==> src/rtl/lif_membrane_integrator_pkg.sv <==
// ---------------------------------------------------------------------------
// Module : snn_pkg
// Shared types, width derivation and saturating add for the LIF neuron.
// Rev    : 1.0
// ---------------------------------------------------------------------------
`default_nettype none

package snn_pkg;

    localparam int SAT_MAX_W = 32;

    typedef enum logic [1:0] {
        ST_IDLE   = 2'd0,
        ST_FIRE   = 2'd1,
        ST_REFRAC = 2'd2
    } lif_state_e;

    function automatic int lif_width(input int n_stage);
        return n_stage + 2;
    endfunction

    // Unsigned add clamped to 2^w-1; valid for w < SAT_MAX_W.
    function automatic logic [SAT_MAX_W-1:0] sat_add(
        input logic [SAT_MAX_W-1:0] a,
        input logic [SAT_MAX_W-1:0] b,
        input int unsigned          w
    );
        logic [SAT_MAX_W:0] s;
        logic [SAT_MAX_W:0] lim;
        s   = {1'b0, a} + {1'b0, b};
        lim = ((SAT_MAX_W+1)'(1) << w) - (SAT_MAX_W+1)'(1);
        return (s > lim) ? lim[SAT_MAX_W-1:0] : s[SAT_MAX_W-1:0];
    endfunction

endpackage

`default_nettype wire

==> src/rtl/lif_membrane_integrator_if.sv <==
// ---------------------------------------------------------------------------
// Module : lif_cur_if
// Synaptic current valid/ready stream into the membrane integrator.
// Rev    : 1.0
// ---------------------------------------------------------------------------
`default_nettype none

interface lif_cur_if #(
    parameter int W = 12
) ();
    logic         cur_valid;
    logic         cur_ready;
    logic [W-1:0] cur_in;

    modport master (output cur_valid, output cur_in, input  cur_ready);
    modport slave  (input  cur_valid, input  cur_in, output cur_ready);
endinterface

`default_nettype wire

==> src/rtl/lif_membrane_integrator_refrac_counter.sv <==
// ---------------------------------------------------------------------------
// Module : refrac_counter
// Refractory down-counter: load, decrement per timestep, zero/expire flags.
// Rev    : 1.0
// ---------------------------------------------------------------------------
`default_nettype none

module refrac_counter #(
    parameter int REFRAC_W = 4
) (
    input  wire logic                clk,
    input  wire logic                rst_n,
    input  wire logic                i_load,
    input  wire logic [REFRAC_W-1:0] i_load_val,
    input  wire logic                i_dec,
    output logic                     o_zero,
    output logic                     o_expire
);

    logic [REFRAC_W-1:0] r_count;

    always_ff @(posedge clk or negedge rst_n) begin
        if (!rst_n) begin
            r_count <= '0;
        end else if (i_load) begin
            r_count <= i_load_val;
        end else if (i_dec && (r_count != '0)) begin
            r_count <= r_count - REFRAC_W'(1);
        end
    end

    assign o_zero   = (r_count == '0);
    // High on the decrement that lands the count on zero.
    assign o_expire = i_dec && (r_count <= REFRAC_W'(1));

endmodule

`default_nettype wire

==> src/rtl/lif_membrane_integrator.sv <==
// ---------------------------------------------------------------------------
// Module : lif_membrane_integrator
// LIF state stage: owns potential u, integrates current, fires, refracts.
// Rev    : 1.0
// ---------------------------------------------------------------------------
`default_nettype none

module lif_membrane_integrator
    import snn_pkg::*;
#(
    parameter  int N_STAGE  = 10,
    parameter  int REFRAC_W = 4,
    localparam int W        = lif_width(N_STAGE)
) (
    input  wire logic                clk,
    input  wire logic                rst_n,
    input  wire logic                step,
    lif_cur_if.slave                 cur,
    input  wire logic [W-1:0]        threshold,
    input  wire logic                reset_mode,
    input  wire logic [REFRAC_W-1:0] refrac_len,
    input  wire logic [2:0]          shift_cfg,
    output logic      [W-1:0]        u_out,
    output logic      [2:0]          shift_out,
    input  wire logic [W-1:0]        beta_u_in,
    output logic                     spike,
    output logic                     step_miss
);

    lif_state_e   r_state, w_state_next;
    logic [W-1:0] r_u, w_u_next;
    logic [W-1:0] r_acc, w_acc_next;
    logic [2:0]   r_shift, w_shift_next;
    logic         w_hs;
    logic [W-1:0] w_beat;
    logic [W-1:0] w_acc_add;
    logic [W-1:0] w_sum;
    logic         w_load, w_dec;
    logic         w_cnt_zero, w_cnt_expire;
    logic         w_spike, w_step_miss;

    assign cur.cur_ready = (r_state != ST_FIRE);
    assign w_hs          = cur.cur_valid && cur.cur_ready;
    assign w_beat        = w_hs ? cur.cur_in : '0;
    assign w_acc_add     = W'(sat_add(32'(r_acc), 32'(cur.cur_in), W));
    // Same-cycle beat joins the sum directly rather than going through acc.
    assign w_sum         = W'(sat_add(sat_add(32'(beta_u_in), 32'(r_acc), W),
                                      32'(w_beat), W));

    refrac_counter #(
        .REFRAC_W (REFRAC_W)
    ) u_refrac_counter (
        .clk        (clk),
        .rst_n      (rst_n),
        .i_load     (w_load),
        .i_load_val (refrac_len),
        .i_dec      (w_dec),
        .o_zero     (w_cnt_zero),
        .o_expire   (w_cnt_expire)
    );

    always_ff @(posedge clk or negedge rst_n) begin
        if (!rst_n) begin
            r_state <= ST_IDLE;
            r_u     <= '0;
            r_acc   <= '0;
            r_shift <= '0;
        end else begin
            r_state <= w_state_next;
            r_u     <= w_u_next;
            r_acc   <= w_acc_next;
            r_shift <= w_shift_next;
        end
    end

    always_comb begin
        w_state_next = r_state;
        w_u_next     = r_u;
        w_acc_next   = r_acc;
        w_shift_next = r_shift;
        w_load       = 1'b0;
        w_dec        = 1'b0;
        w_spike      = 1'b0;
        w_step_miss  = 1'b0;
        case (r_state)
            ST_IDLE: begin
                if (w_hs) begin
                    w_acc_next = w_acc_add;
                end
                if (step) begin
                    w_acc_next   = '0;
                    w_u_next     = w_sum;
                    w_shift_next = shift_cfg;
                    if ((threshold != '0) && (w_sum >= threshold)) begin
                        w_state_next = ST_FIRE;
                    end
                end
            end
            ST_FIRE: begin
                w_spike     = 1'b1;
                w_step_miss = step;
                w_load      = 1'b1;
                w_u_next    = reset_mode ? (r_u - threshold) : '0;
                w_state_next = (refrac_len != '0) ? ST_REFRAC : ST_IDLE;
            end
            ST_REFRAC: begin
                w_acc_next = '0;
                w_dec      = step;
                if (w_cnt_zero || w_cnt_expire) begin
                    w_state_next = ST_IDLE;
                end
            end
            default: begin
                w_state_next = ST_IDLE;
            end
        endcase
    end

    assign u_out     = r_u;
    assign shift_out = r_shift;
    assign spike     = w_spike;
    assign step_miss = w_step_miss;

endmodule

`default_nettype wire
==> src/flat_wrapper.sv <==
// flat-port wrapper written by rule: the top's interface ports become plain ports
module lif_membrane_integrator_flat import snn_pkg::*;
#(
    parameter  int N_STAGE  = 10,
    parameter  int REFRAC_W = 4,
    localparam int W        = lif_width(N_STAGE)
)
  (clk, rst_n, step, threshold, reset_mode, refrac_len, shift_cfg, u_out, shift_out, beta_u_in, spike, step_miss, cur_cur_valid, cur_cur_in, cur_cur_ready);
  lif_cur_if cur_i ();
  input  wire logic clk;
  input  wire logic rst_n;
  input  wire logic step;
  input  wire logic [W-1:0] threshold;
  input  wire logic reset_mode;
  input  wire logic [REFRAC_W-1:0] refrac_len;
  input  wire logic [2:0] shift_cfg;
  output logic      [W-1:0] u_out;
  output logic      [2:0] shift_out;
  input  wire logic [W-1:0] beta_u_in;
  output logic spike;
  output logic step_miss;
  input wire logic [$bits(cur_i.cur_valid)-1:0] cur_cur_valid;
  input wire logic [$bits(cur_i.cur_in)-1:0] cur_cur_in;
  output wire logic [$bits(cur_i.cur_ready)-1:0] cur_cur_ready;
  assign cur_i.cur_valid = cur_cur_valid;
  assign cur_i.cur_in = cur_cur_in;
  assign cur_cur_ready = cur_i.cur_ready;
  lif_membrane_integrator #(.N_STAGE(N_STAGE), .REFRAC_W(REFRAC_W)) u_core (.clk(clk), .rst_n(rst_n), .step(step), .cur(cur_i), .threshold(threshold), .reset_mode(reset_mode), .refrac_len(refrac_len), .shift_cfg(shift_cfg), .u_out(u_out), .shift_out(shift_out), .beta_u_in(beta_u_in), .spike(spike), .step_miss(step_miss));
endmodule
==> config.mk <==
export PLATFORM = sky130hd
export DESIGN_NAME = lif_membrane_integrator_flat
export DESIGN_NICKNAME = d
export VERILOG_FILES = /design/src/rtl/lif_membrane_integrator_pkg.sv /design/src/rtl/lif_membrane_integrator_if.sv /design/src/rtl/lif_membrane_integrator_refrac_counter.sv /design/src/rtl/lif_membrane_integrator.sv /design/src/flat_wrapper.sv
export SDC_FILE = /design/constraint.sdc
export NUM_CORES = 1
export LEC_CHECK = 0
export ABC_CLOCK_PERIOD_IN_PS = 5670
export CORE_UTILIZATION = 45
export CTS_CLUSTER_DIAMETER = 150
export DETAILED_ROUTE_END_ITERATION = 12
export PLACE_DENSITY = 0.66
export SLEW_MARGIN = 10
export SYNTH_ARGS = -nofsm -noshare
export SYNTH_HDL_FRONTEND = slang
export SYNTH_SLANG_ARGS = --single-unit
==> constraint.sdc <==
create_clock -name clk -period 5.67 [get_ports clk]
set_input_delay 0.8505 -clock clk [delete_from_list [all_inputs] [get_ports clk]]
set_output_delay 0.8505 -clock clk [all_outputs]
set_load 0.03 [all_outputs]
# Word-level counts from Yosys, hierarchy flattened
# Index checks and enable logic that the tools add are counted.
dict set report op_classes {
  eq_ne 7
  order_cmp 5
  n_mux 20
  n_addsub 5
  reduce_logical 17
}
# cell count
set ops {}
lappend ops {{12-bit 2-to-1 mux} 7}
lappend ops {{33-bit by 12-bit greater-than comparator with 1-bit output (second input constant)} 2}
lappend ops {{12-bit case mux with 2 select lines} 2}
lappend ops {{32-bit by 12-bit adder with 33-bit output} 1}
lappend ops {{32-bit 2-to-1 mux} 1}
lappend ops {{12-bit by 12-bit adder with 13-bit output} 2}
lappend ops {{13-bit by 12-bit greater-than comparator with 1-bit output (second input constant)} 1}
lappend ops {{12-bit greater-or-equal comparator} 1}
lappend ops {{12-bit nonzero test} 1}
lappend ops {{12-bit subtractor} 1}
lappend ops {{2-bit 2-to-1 mux} 4}
lappend ops {{4-bit 2-to-1 mux} 2}
lappend ops {{4-bit nonzero test} 2}
lappend ops {{2-bit by 1-bit inequality test with 1-bit output (second input constant)} 3}
lappend ops {{2-bit case mux with 3 select lines} 1}
lappend ops {{2-bit AND reduction} 3}
lappend ops {{2-bit nonzero test} 3}
lappend ops {{4-bit by 1-bit <= comparator with 1-bit output (second input constant)} 1}
lappend ops {{1-bit logical AND} 4}
lappend ops {{4-bit zero test} 1}
lappend ops {{4-bit by 1-bit subtractor with 4-bit output (second input constant)} 1}
lappend ops {{1-bit 2-to-1 mux} 3}
lappend ops {{3-bit by 2-bit inequality test with 1-bit output (second input constant)} 1}
lappend ops {{3-bit AND reduction} 1}
lappend ops {{other kinds (5)} 5}
dict set report totals {
  regBits 33
  wordCells 59
  out_inout_bits 18
  in_bits 48
}

# Depth between registers and ports, before layout
# Gate-level depths: netlist of run 1.
dict set report depth {
  word_depth 11
  depth_mapped 26
  depth_no_buf 26
}

# Hierarchy
# From an unflattened synthesis of run 1, not the netlist that was laid out.
dict set report unflattened {
  cells_unflattened 507
  area_unflattened_um2 4086.4
}
# mod area_each_um2 cells_per_inst instances
set modules_own_cells {}
lappend modules_own_cells {lif_membrane_integrator 3808.7 476 1}
lappend modules_own_cells {refrac_counter 277.8 31 1}

# Worst setup path after synthesis of run 1
# No wires, ideal clock.
dict set report synth_timing {
  path_type {in2reg}
  from {input beta_u_in[0]}
  to {register u_core.r_state[0]}
  setup_slack_ns 0.257
  setup_time_ns 0.128
  cell_stages 25
  t_required_ns 5.542
  n_path_buf 1
  arrival_ns 5.285
  cell_sequence {ha_1 inv_1 fa_1 and2b_1 o2111a_1 nor3_2 nor3_1 or3_1 a21oi_2 buf_4 o21ai_0 ha_1 nor2b_4 o31a_1 o41a_1 a21oi_4 nor2b_1 ha_1 nand2b_1 a21o_1 a21o_1 a21oi_1 o21ai_0 a21oi_1 o31ai_1}
}
dict set report synth_via {
  elab_chain_cells 10
}
# element line_no
set synth_lines {}
lappend synth_lines {{from (decl)} flat_wrapper.sv:19} ;# input wire logic [W-1:0] beta_u_in;
lappend synth_lines {{12-bit by 12-bit adder with 13-bit output *} lif_membrane_integrator_pkg.sv:30} ;# s = {1'b0, a} + {1'b0, b};
lappend synth_lines {{33-bit by 12-bit greater-than comparator with 1-bit output} lif_membrane_integrator_pkg.sv:32} ;# return (s > lim) ? lim[SAT_MAX_W-1:0] : s[SAT_MAX_W-1:0];
lappend synth_lines {{32-bit 2-to-1 mux *} lif_membrane_integrator_pkg.sv:32}
lappend synth_lines {{32-bit by 12-bit adder with 33-bit output *} lif_membrane_integrator_pkg.sv:30}
lappend synth_lines {{33-bit by 12-bit greater-than comparator with 1-bit output} lif_membrane_integrator_pkg.sv:32}
lappend synth_lines {{12-bit 2-to-1 mux *} lif_membrane_integrator_pkg.sv:32}
lappend synth_lines {{12-bit greater-or-equal comparator *} lif_membrane_integrator.sv:94} ;# if ((threshold != '0) && (w_sum >= threshold)) begin
lappend synth_lines {{1-bit logical AND *} lif_membrane_integrator.sv:94}
lappend synth_lines {{2-bit by 1-bit inequality test with 1-bit output (no line) *} n/a}
lappend synth_lines {{3-bit AND reduction (no line) *} n/a}
lappend synth_lines {{to (signal assigned)} lif_membrane_integrator.sv:69} ;# r_state <= w_state_next;
lappend synth_lines {{to (decl)} lif_membrane_integrator.sv:30} ;# lif_state_e r_state, w_state_next;
# Mark *: on every way between the ends. The rest lies on a longest branch, timed or not.
# A chain may end at the register's enable or synchronous reset.

# Final worst setup path of run 1
# Ends and elaborated chain as after synthesis.

==> impl_metrics.csv, run 1 <==
group,metric,value,unit
cells_and_area,multi_input_area,3055,um^2
global_route,met3_usage,0.03397,
sta,period_share,0.9568,
global_route,grt_max_degree,34,
global_route,grt.met2_usage,0.4628,
power,peakVddDrop,0.0002113,V
routing,routed_via_density,5.675,
power,p_comb_frac,0.789,
place,dpl-instance-area,4955,um^2
worst_setup_path,cp_slowest_cell,"o41a_1",
global_route,gr-total-overflow,0,
cells_and_area,final_core_util,0.6155,
clocking,clock_latency,0.30,ns
floorplan,die_h,96.15,um
place,io_buffers,65,
power,clockPowerShare,0.063,
worst_hold_path,min_path_cells,2,
worst_setup_path,rrSetupSlack,0.53,ns
floorplan,start_util,0.4759,
cells_and_area,fillCellCount,775,
clocking,clock_sinks,33,
routing,drt_wl_total,10810,um
worst_hold_path,holdCritStartpoint,"u_core.shift_out[0]$_DFFE_PN0P_",
floorplan,io_pins,66,
cells_and_area,ff_latch_area,825.8,um^2
power,cellLeakagePower,0.002478,uW
sta,clock.fmax,184.3,MHz
sta,worst_pin_slew,0.6635,ns
logic_synthesis,synth_enable_flop_cells,0,
cells_and_area,postLayoutCellArea,5159,um^2
floorplan,die_x,96.15,um
worst_setup_path,cp_data_required_time,5.85,ns
power,p_per_area,578.6,nW/um^2
logic_synthesis,ys_types,55,
sta,finalHoldViolations,0,
clocking,cts_buffers,5,
clocking,cts_max_level,2,
floorplan,core_area,8382,um^2
routing,drc,0,
cells_and_area,antenna_cells,0,
floorplan,row_count,33,
worst_hold_path,holdPathEnd,"u_core.shift_out[0]$_DFFE_PN0P_",
worst_setup_path,cp-start-kind,"primary input",
routing,first_iter_violations,183,
worst_setup_path,critPathKind,"in -> reg",
routing,num_vias,4018,
worst_setup_path,r2r-start,"u_core.r_acc[0]$_DFFE_PN0P_",
worst_setup_path,cp_max_fo,4,
routing,wl_per_cell,15.27,um
place,dp_hpwl,8573,um
power,switchingPower,1435,uW
worst_setup_path,reg2reg_to,"u_core.r_state[0]$_DFFE_PN0P_",
floorplan,dieArea,9245,um^2
clocking,clk_pin_slew,0.08,ns
worst_setup_path,end_kind,"flop",
global_route,first_global_vias,3970,
sta,fin_crit,5.425,ns
worst_setup_path,crit_top_cell,"a21oi_2",
logic_synthesis,postSynth.asyncResetShare,1.000,
logic_synthesis,ys_ff_latch,33,
sta,finalClockSkew,0.008364,ns
sta,slew_viol_final,0,
clocking,cts_hold_buf,0,
cells_and_area,area_growth,29.33,%
worst_setup_path,ff2ff_path_depth,26,
logic_synthesis,avgSynthCellArea,7.883,um^2
clocking,cts_root_buffer,"clkbuf_8",
global_route,antenna_found_initial,0,
global_route,grt_pass1_wl,18110,um
cells_and_area,drive_gt1_frac,0.1244,
worst_hold_path,hp-class,"reg -> reg",
logic_synthesis,ys.flop_type,"dfrtp_1",
routing,firstDrtPassIters,5,
sta,setup-violations-final,0,
global_route,busiest_layer,"met2",
worst_setup_path,slowest_delay,0.42,ns
worst_setup_path,crit_arrival,5.60,ns
sta,slew_headroom,0.5576,
power,netSwitchingFraction,0.4807,
outcome,status,"finished clean",
cells_and_area,nNetsFinal,715,
logic_synthesis,synth_warnings,0,
clocking,cts_tree,"done",
power,p_int,1550,uW
clocking,cts.path.max_buffers,2,
place,place.gp.congestion,0.8986,
logic_synthesis,syn-instance-count,506,
power,total_power,2985,uW
logic_synthesis,yosysSeqAreaShare,0.2070,
power,sequentialPowerShare,0.148,
logic_synthesis,synth_nets,619,
logic_synthesis,synth_area,3989,um^2
routing,final_antenna_net_count,0,
global_route,grt.total_usage,0.2511,
global_route,grt_use_met1,0.2976,
sta,rsz0062_at_grt,"no",
job,cap_violations,0,
==> per-stage QoR <==
stage                     setup TNS [ns]  hold slack [ns]  setup slack, ns  cells
after floorplan                        0           0.4690           0.2569    506
after global placement           -0.1616           0.4578          -0.1616    695
after detailed placement         -0.3134           0.4616          -0.3134    695
after CTS                              0           0.4830         0.003087    703
after global routing                   0           0.5017          0.07471    708
final                                  0           0.4788           0.2451    708
==> synthesized netlist by cell type (2+ instances only) <==
master	count	area, um^2
inv_1	31	116.4
a31oi_1	8	50.05
o31a_1	2	17.52
nand2_1	68	255.2
o31ai_1	5	37.54
clkbuf_1	11	41.29
nor4b_1	2	17.52
nand3_1	10	50.05
a21oi_1	29	145.1
a211oi_1	5	37.54
o221a_2	2	22.52
xnor2_1	16	140.1
dfrtp_1	33	825.8
nand2b_1	9	56.30
or3_1	3	18.77
nand4_1	3	18.77
and2_1	5	31.28
or2_2	3	18.77
nor2b_1	7	43.79
fa_1	4	80.08
nor4_1	9	56.30
nand3b_1	2	15.01
nor2_1	25	93.84
a21boi_0	3	22.52
o22ai_1	3	18.77
o21ai_0	52	260.3
nor3_1	13	65.06
mux2i_1	2	20.02
o2bb2ai_1	2	17.52
buf_4	2	15.01
a21o_1	11	82.58
o21bai_1	8	60.06
a31o_2	2	17.52
xor2_1	16	140.1
o21a_1	7	52.55
ha_1	61	763.2
a21oi_2	2	17.52
and3_1	13	81.33
==> state kept, by name, indices dropped and copies added (netlist names) <==
name,cells
u_core.u_out,12
u_core.r_state,2
u_core.r_acc,12
u_core.u_refrac_counter.r_count,4
u_core.shift_out,3
==> cell usage in the layout, fill, tap and decap left out, drive strengths merged, types with 3 or more instances in the layout <==
cell type / netlist / final
a211oi: 5 / 5
a21boi: 3 / 3
a21o: 11 / 11
a21oi: 32 / 32
a31oi: 8 / 8
and2: 5 / 5
and3: 13 / 13
buf: 2 / 37
clkbuf: 11 / 5
clkdlybuf4s50: 0 / 62
dfrtp: 33 / 33
dlymetal6s2s: 0 / 3
fa: 4 / 4
ha: 61 / 61
inv: 31 / 31
nand2: 68 / 68
nand2b: 9 / 9
nand3: 10 / 10
nand4: 3 / 3
nor2: 25 / 25
nor2b: 8 / 8
nor3: 14 / 14
nor4: 9 / 9
o21a: 7 / 7
o21ai: 52 / 52
o21bai: 8 / 8
o22ai: 3 / 3
o31ai: 5 / 5
or2: 3 / 3
or3: 3 / 3
xnor2: 16 / 16
xor2: 16 / 16
==> how the worst max path moves through the flow <==
stage / end / depth (start not counted) / slack (ns) / startpoint
after floorplan: u_core.r_state[0]$_DFFE_PN0P_ / 25 / 0.26 / beta_u_in[0]
after global placement: u_core.r_state[0]$_DFFE_PN0P_ / 27 / -0.16 / beta_u_in[0]
after detailed placement: u_core.r_state[0]$_DFFE_PN0P_ / 27 / -0.31 / beta_u_in[0]
after CTS: u_core.r_state[0]$_DFFE_PN0P_ / 27 / 0.003 / beta_u_in[0]
after global routing: u_core.r_state[0]$_DFFE_PN0P_ / 27 / 0.07 / beta_u_in[0]
final: u_core.r_state[0]$_DFFE_PN0P_ / 27 / 0.25 / beta_u_in[0]
==> worst max-delay path: cells and delay by family <==
family                     cells  cell delay (ns)
AOI/OAI and AO/OA             11             2.17
adders and majority gates      5             1.01
and+or+nand+nor                8             1.34
buffers and inverters          3             0.25
==> metal layers <==
metal / wire [um] / up-vias / share of wire
met5: 0 / - / 0
met1: 4751 / 1854 / 0.44
met4: 225 / 0 / 0.021
met3: 537 / 17 / 0.050
li1: - / 2028 / -
met2: 5293 / 119 / 0.49
==> cell families after synthesis <==
logic type,count (synthesis),synth area share
AND/OR/NAND/NOR,178,0.2199
AO/OA/AOI/OAI,151,0.2403
adder cells (fa/ha/maj),65,0.2114
buffers and inverters,44,0.04329
flip-flops,33,0.2070
XOR/XNOR,32,0.07026
multiplexers,3,0.007842
==> power groups by stage <==
stage               sequential, uW  combinational, uW  clock (uW)
floorplan                      527               1450           0
global placement               441               2190           0
detailed placement             446               2230           0
CTS                            441               2250         197
global route                   458               2660         203
finish                         442               2350         188
==> area by class of cell <==
type | count | area share
clock buffers | 5 | 0.01334
multi-input cells | 429 | 0.5923
repair buffers | 102 | 0.1829
clock inverters | 3 | 0.003396
flip-flops and latches | 33 | 0.1601
well taps | 105 | 0.02547
inverters | 31 | 0.02256
==> what timing repair did <==
action	4_1_cts	5_1_grt
setup endpoints to repair	1	1
hold endpoints to repair	0	0
pin swaps	3	19
gates resized for setup	2	23
setup buffers	0	5
Note: power is estimated with default switching activity, not from simulation.
==> run 2, diff against run 1 <==
Settings changed: CTS_BUF_LIST set to sky130_fd_sc_hd__clkbuf_8, SKIP_LAST_GASP set to 1.
==> results of run 2 <==
No change in the layout: final DEF, timing and power equal those of run 1.
==> run 3, diff against run 2 <==
Settings changed: CORE_UTILIZATION 45 to 56, PLACE_DENSITY 0.66 to 0.8, RECOVER_POWER set to 50, SYNTH_HIERARCHICAL set to 1.
==> run 3 against run 2 <==
Routed wire length increased by 5.6%. The flow now finishes with violations (capacitance limit, slew limit). Maximum frequency increased by 2.1%. Non-clock buffer count decreased by 29.
==> impl_metrics.csv, run 3 <==
group,metric,value,unit
floorplan,io_pins,66,
logic_synthesis,synthTopCellsByCount,"62 x ha_1, 49 x o21ai_0, 42 x nand2_1, 33 x dfrtp_1, 33 x inv_1",
logic_synthesis,synth.most_common_cell,"ha_1",
clocking,clk_pin_slew,0.09,ns
worst_hold_path,hp-class,"reg -> reg",
floorplan,dieArea,7643,um^2
cells_and_area,drive_gt1_frac,0.04498,
sta,period_share,0.9370,
logic_synthesis,synth_enable_flop_cells,0,
clocking,cts_buffers,5,
worst_setup_path,cp_data_required_time,5.84,ns
logic_synthesis,ys.flop_type,"dfrtp_1",
global_route,antenna_found_initial,0,
sta,setup-violations-final,0,
job,cap_violations,1,
clocking,post_cts_buffers,0,
logic_synthesis,synthTopCellsByArea,"dfrtp_1 20%, ha_1 19%, o21ai_0 6.0%",
sta,fin_crit,5.313,ns
logic_synthesis,syn-instance-count,507,
routing,firstDrtPassIters,5,
cells_and_area,multi_input_area,3093,um^2
cells_and_area,ff_latch_area,825.8,um^2
global_route,grt_pass1_wl,18490,um
routing,num_vias,4100,
outcome,violations,"capacitance limit, slew limit",
cells_and_area,fillCellCount,584,
floorplan,die_h,87.43,um
global_route,gr-total-overflow,0,
cells_and_area,antenna_cells,0,
logic_synthesis,avgSynthCellArea,8.060,um^2
floorplan,core_area,6907,um^2
logic_synthesis,yosysTopAreaCellShare,0.2021,
cells_and_area,area_growth,22.54,%
clocking,clock_latency,0.29,ns
clocking,cts_max_level,2,
sta,setup_ws,0.3574,ns
place,place.gp.congestion,1.012,
clocking,cts.path.max_buffers,2,
logic_synthesis,postSynth.asyncResetShare,1.000,
sta,clock.fmax,188.2,MHz
clocking,cts_tree,"done",
logic_synthesis,synth_nets,621,
power,cellLeakagePower,0.002395,uW
sta,slew_headroom,-0.3392,
global_route,grt.total_usage,0.3135,
floorplan,start_util,0.5917,
logic_synthesis,ys_types,63,
routing,first_iter_violations,337,
routing,drt_wl_total,11410,um
logic_synthesis,ys_ff_latch,33,
routing,wl_per_cell,16.93,um
sta,slew_viol_final,34,
sta,finalHoldViolations,0,
sta,worst_pin_slew,2.009,ns
logic_synthesis,synth_warnings,6,
place,place_ws,0.09714,ns
worst_setup_path,cp_max_fo,6,
place,dp_hpwl,9126,um
clocking,cts_resized,0,
sta,finalClockSkew,0.01186,ns
worst_setup_path,critPathKind,"in -> reg",
logic_synthesis,yosysSeqAreaShare,0.2021,
sta,rsz0062_at_grt,"no",
power,peakVddDrop,0.0002045,V
floorplan,row_count,30,
logic_synthesis,synth_area,4086,um^2
clocking,cts_root_buffer,"clkbuf_8",
routing,drc,0,
clocking,clock_sinks,33,
outcome,status,"finished, violations left",
cells_and_area,nNetsFinal,691,
power,p_per_area,562.6,nW/um^2
routing,routed_via_density,6.083,
global_route,grt_max_degree,34,
floorplan,die_x,87.43,um
logic_synthesis,yosys.area.top_type,"dfrtp_1",
worst_setup_path,crit_arrival,5.48,ns
worst_setup_path,end_kind,"flop",
place,io_buffers,65,
global_route,first_global_vias,3928,
sta,tns,0,ns
cells_and_area,mostFrequentLayoutCells,"62 x clkdlybuf4s50_1, 62 x ha_1, 49 x o21ai_0",
clocking,cts_hold_buf,0,
worst_setup_path,cp-start-kind,"primary input",
routing,final_antenna_net_count,0,
## run 3: cell types whose count changed in the layout (fill, tap and decap cells not counted), moves of 4 or more
cell / change
o21a_1: +6
buf_4: -29
nor2_1: +7
xor2_1: -6
o31ai_1: -4
or3_1: +4
ha_1: +5
nand2_1: -26
a21oi_2: -4
inv_1: +5
and3_1: +5
o21bai_1: -6
a21o_1: +11
## run 3: worst paths after layout
| kind | endpoint | slack (ns) | depth (start not counted) | startpoint |
|---|---|---|---|---|
| hold / removal | u_core/shift_out[0]$_DFFE_PN0P_ | 0.49 | 2 | u_core/shift_out[0]$_DFFE_PN0P_ |
| min in group asynchronous | u_core/shift_out[1]$_DFFE_PN0P_ | 1.66 | 2 | rst_n |
| hold reg to reg | u_core/shift_out[0]$_DFFE_PN0P_ | 0.49 | 2 | u_core/shift_out[0]$_DFFE_PN0P_ |
| setup / recovery | u_core/r_state[0]$_DFFE_PN0P_ | 0.36 | 25 | beta_u_in[0] |
| setup reg to reg | u_core/r_state[0]$_DFFE_PN0P_ | 0.99 | 24 | u_core/r_acc[0]$_DFFE_PN0P_ |
| max in group asynchronous | u_core/u_out[2]$_DFFE_PN0P_ | 2.85 | 2 | rst_n |
## run 3: through the flow
stage / instance area (um^2) / utilization / hold WS [ns] / power (uW) / cells
after floorplan: 4086 / - / 0.4760 / 1937 / 507
final: 5007 / 0.7250 / 0.4875 / 2817 / 674
after detailed placement: 4877 / 0.7062 / 0.4718 / 2499 / 666
after global routing: 5007 / 0.7250 / 0.5032 / 3054 / 674
after global placement: 4877 / 0.7062 / 0.4586 / 2445 / 666
after CTS: 5015 / 0.7261 / 0.4934 / 2796 / 674
## run 3: routing by layer
| metal | track usage | vias up | part of all wire | routed length, um |
|---|---|---|---|---|
| met5 | 0 | - | 0 | 0 |
| met4 | 0.09687 | 0 | 0.023 | 267 |
| met3 | 0.02938 | 24 | 0.046 | 527 |
| met2 | 0.5575 | 141 | 0.49 | 5557 |
| met1 | 0.3993 | 1924 | 0.44 | 5060 |
| li1 | - | 2011 | - | - |
## run 3: logic make-up after synthesis
family	after synthesis	share of synthesized area
AO/OA/AOI/OAI	170	0.2707
AND/OR/NAND/NOR	164	0.2107
buffers and inverters	44	0.04103
XOR/XNOR	25	0.05358
multiplexers	5	0.01255
flip-flops	33	0.2021
adder cells (fa/ha/maj)	66	0.2094
## run 3: report_power, final
part           internal [uW]  switching, uW
Clock                    177            107
Combinational            924           1160
Sequential               340            104
Total                   1440           1380
## run 3: cell type report
class / count / share of cell area
clock buffers: 5 / 0.01374
multi-input cells: 430 / 0.6177
clock inverters: 3 / 0.01374
flip-flops and latches: 33 / 0.1649
repair buffers: 73 / 0.1404
inverters: 34 / 0.02549
well taps: 96 / 0.02399
## run 3: critical path, cell delays in order
cell	delay, ns
clkdlybuf4s50_1	0.47
ha_1	0.17
inv_1	0.06
fa_1	0.39
nor2b_1	0.14
o21ai_0	0.12
a21boi_0	0.31
o211ai_1	0.15
o2bb2ai_1	0.22
nand2b_1	0.12
ha_1	0.16
inv_1	0.05
fa_1	0.43
nor2b_4	0.14
o31a_1	0.21
o21ai_2	0.13
a31oi_1	0.19
nor2_1	0.06
ha_1	0.26
nand2b_1	0.14
a21o_1	0.17
a21o_1	0.17
a21oi_1	0.14
o211a_1	0.14
o21ai_0	0.08
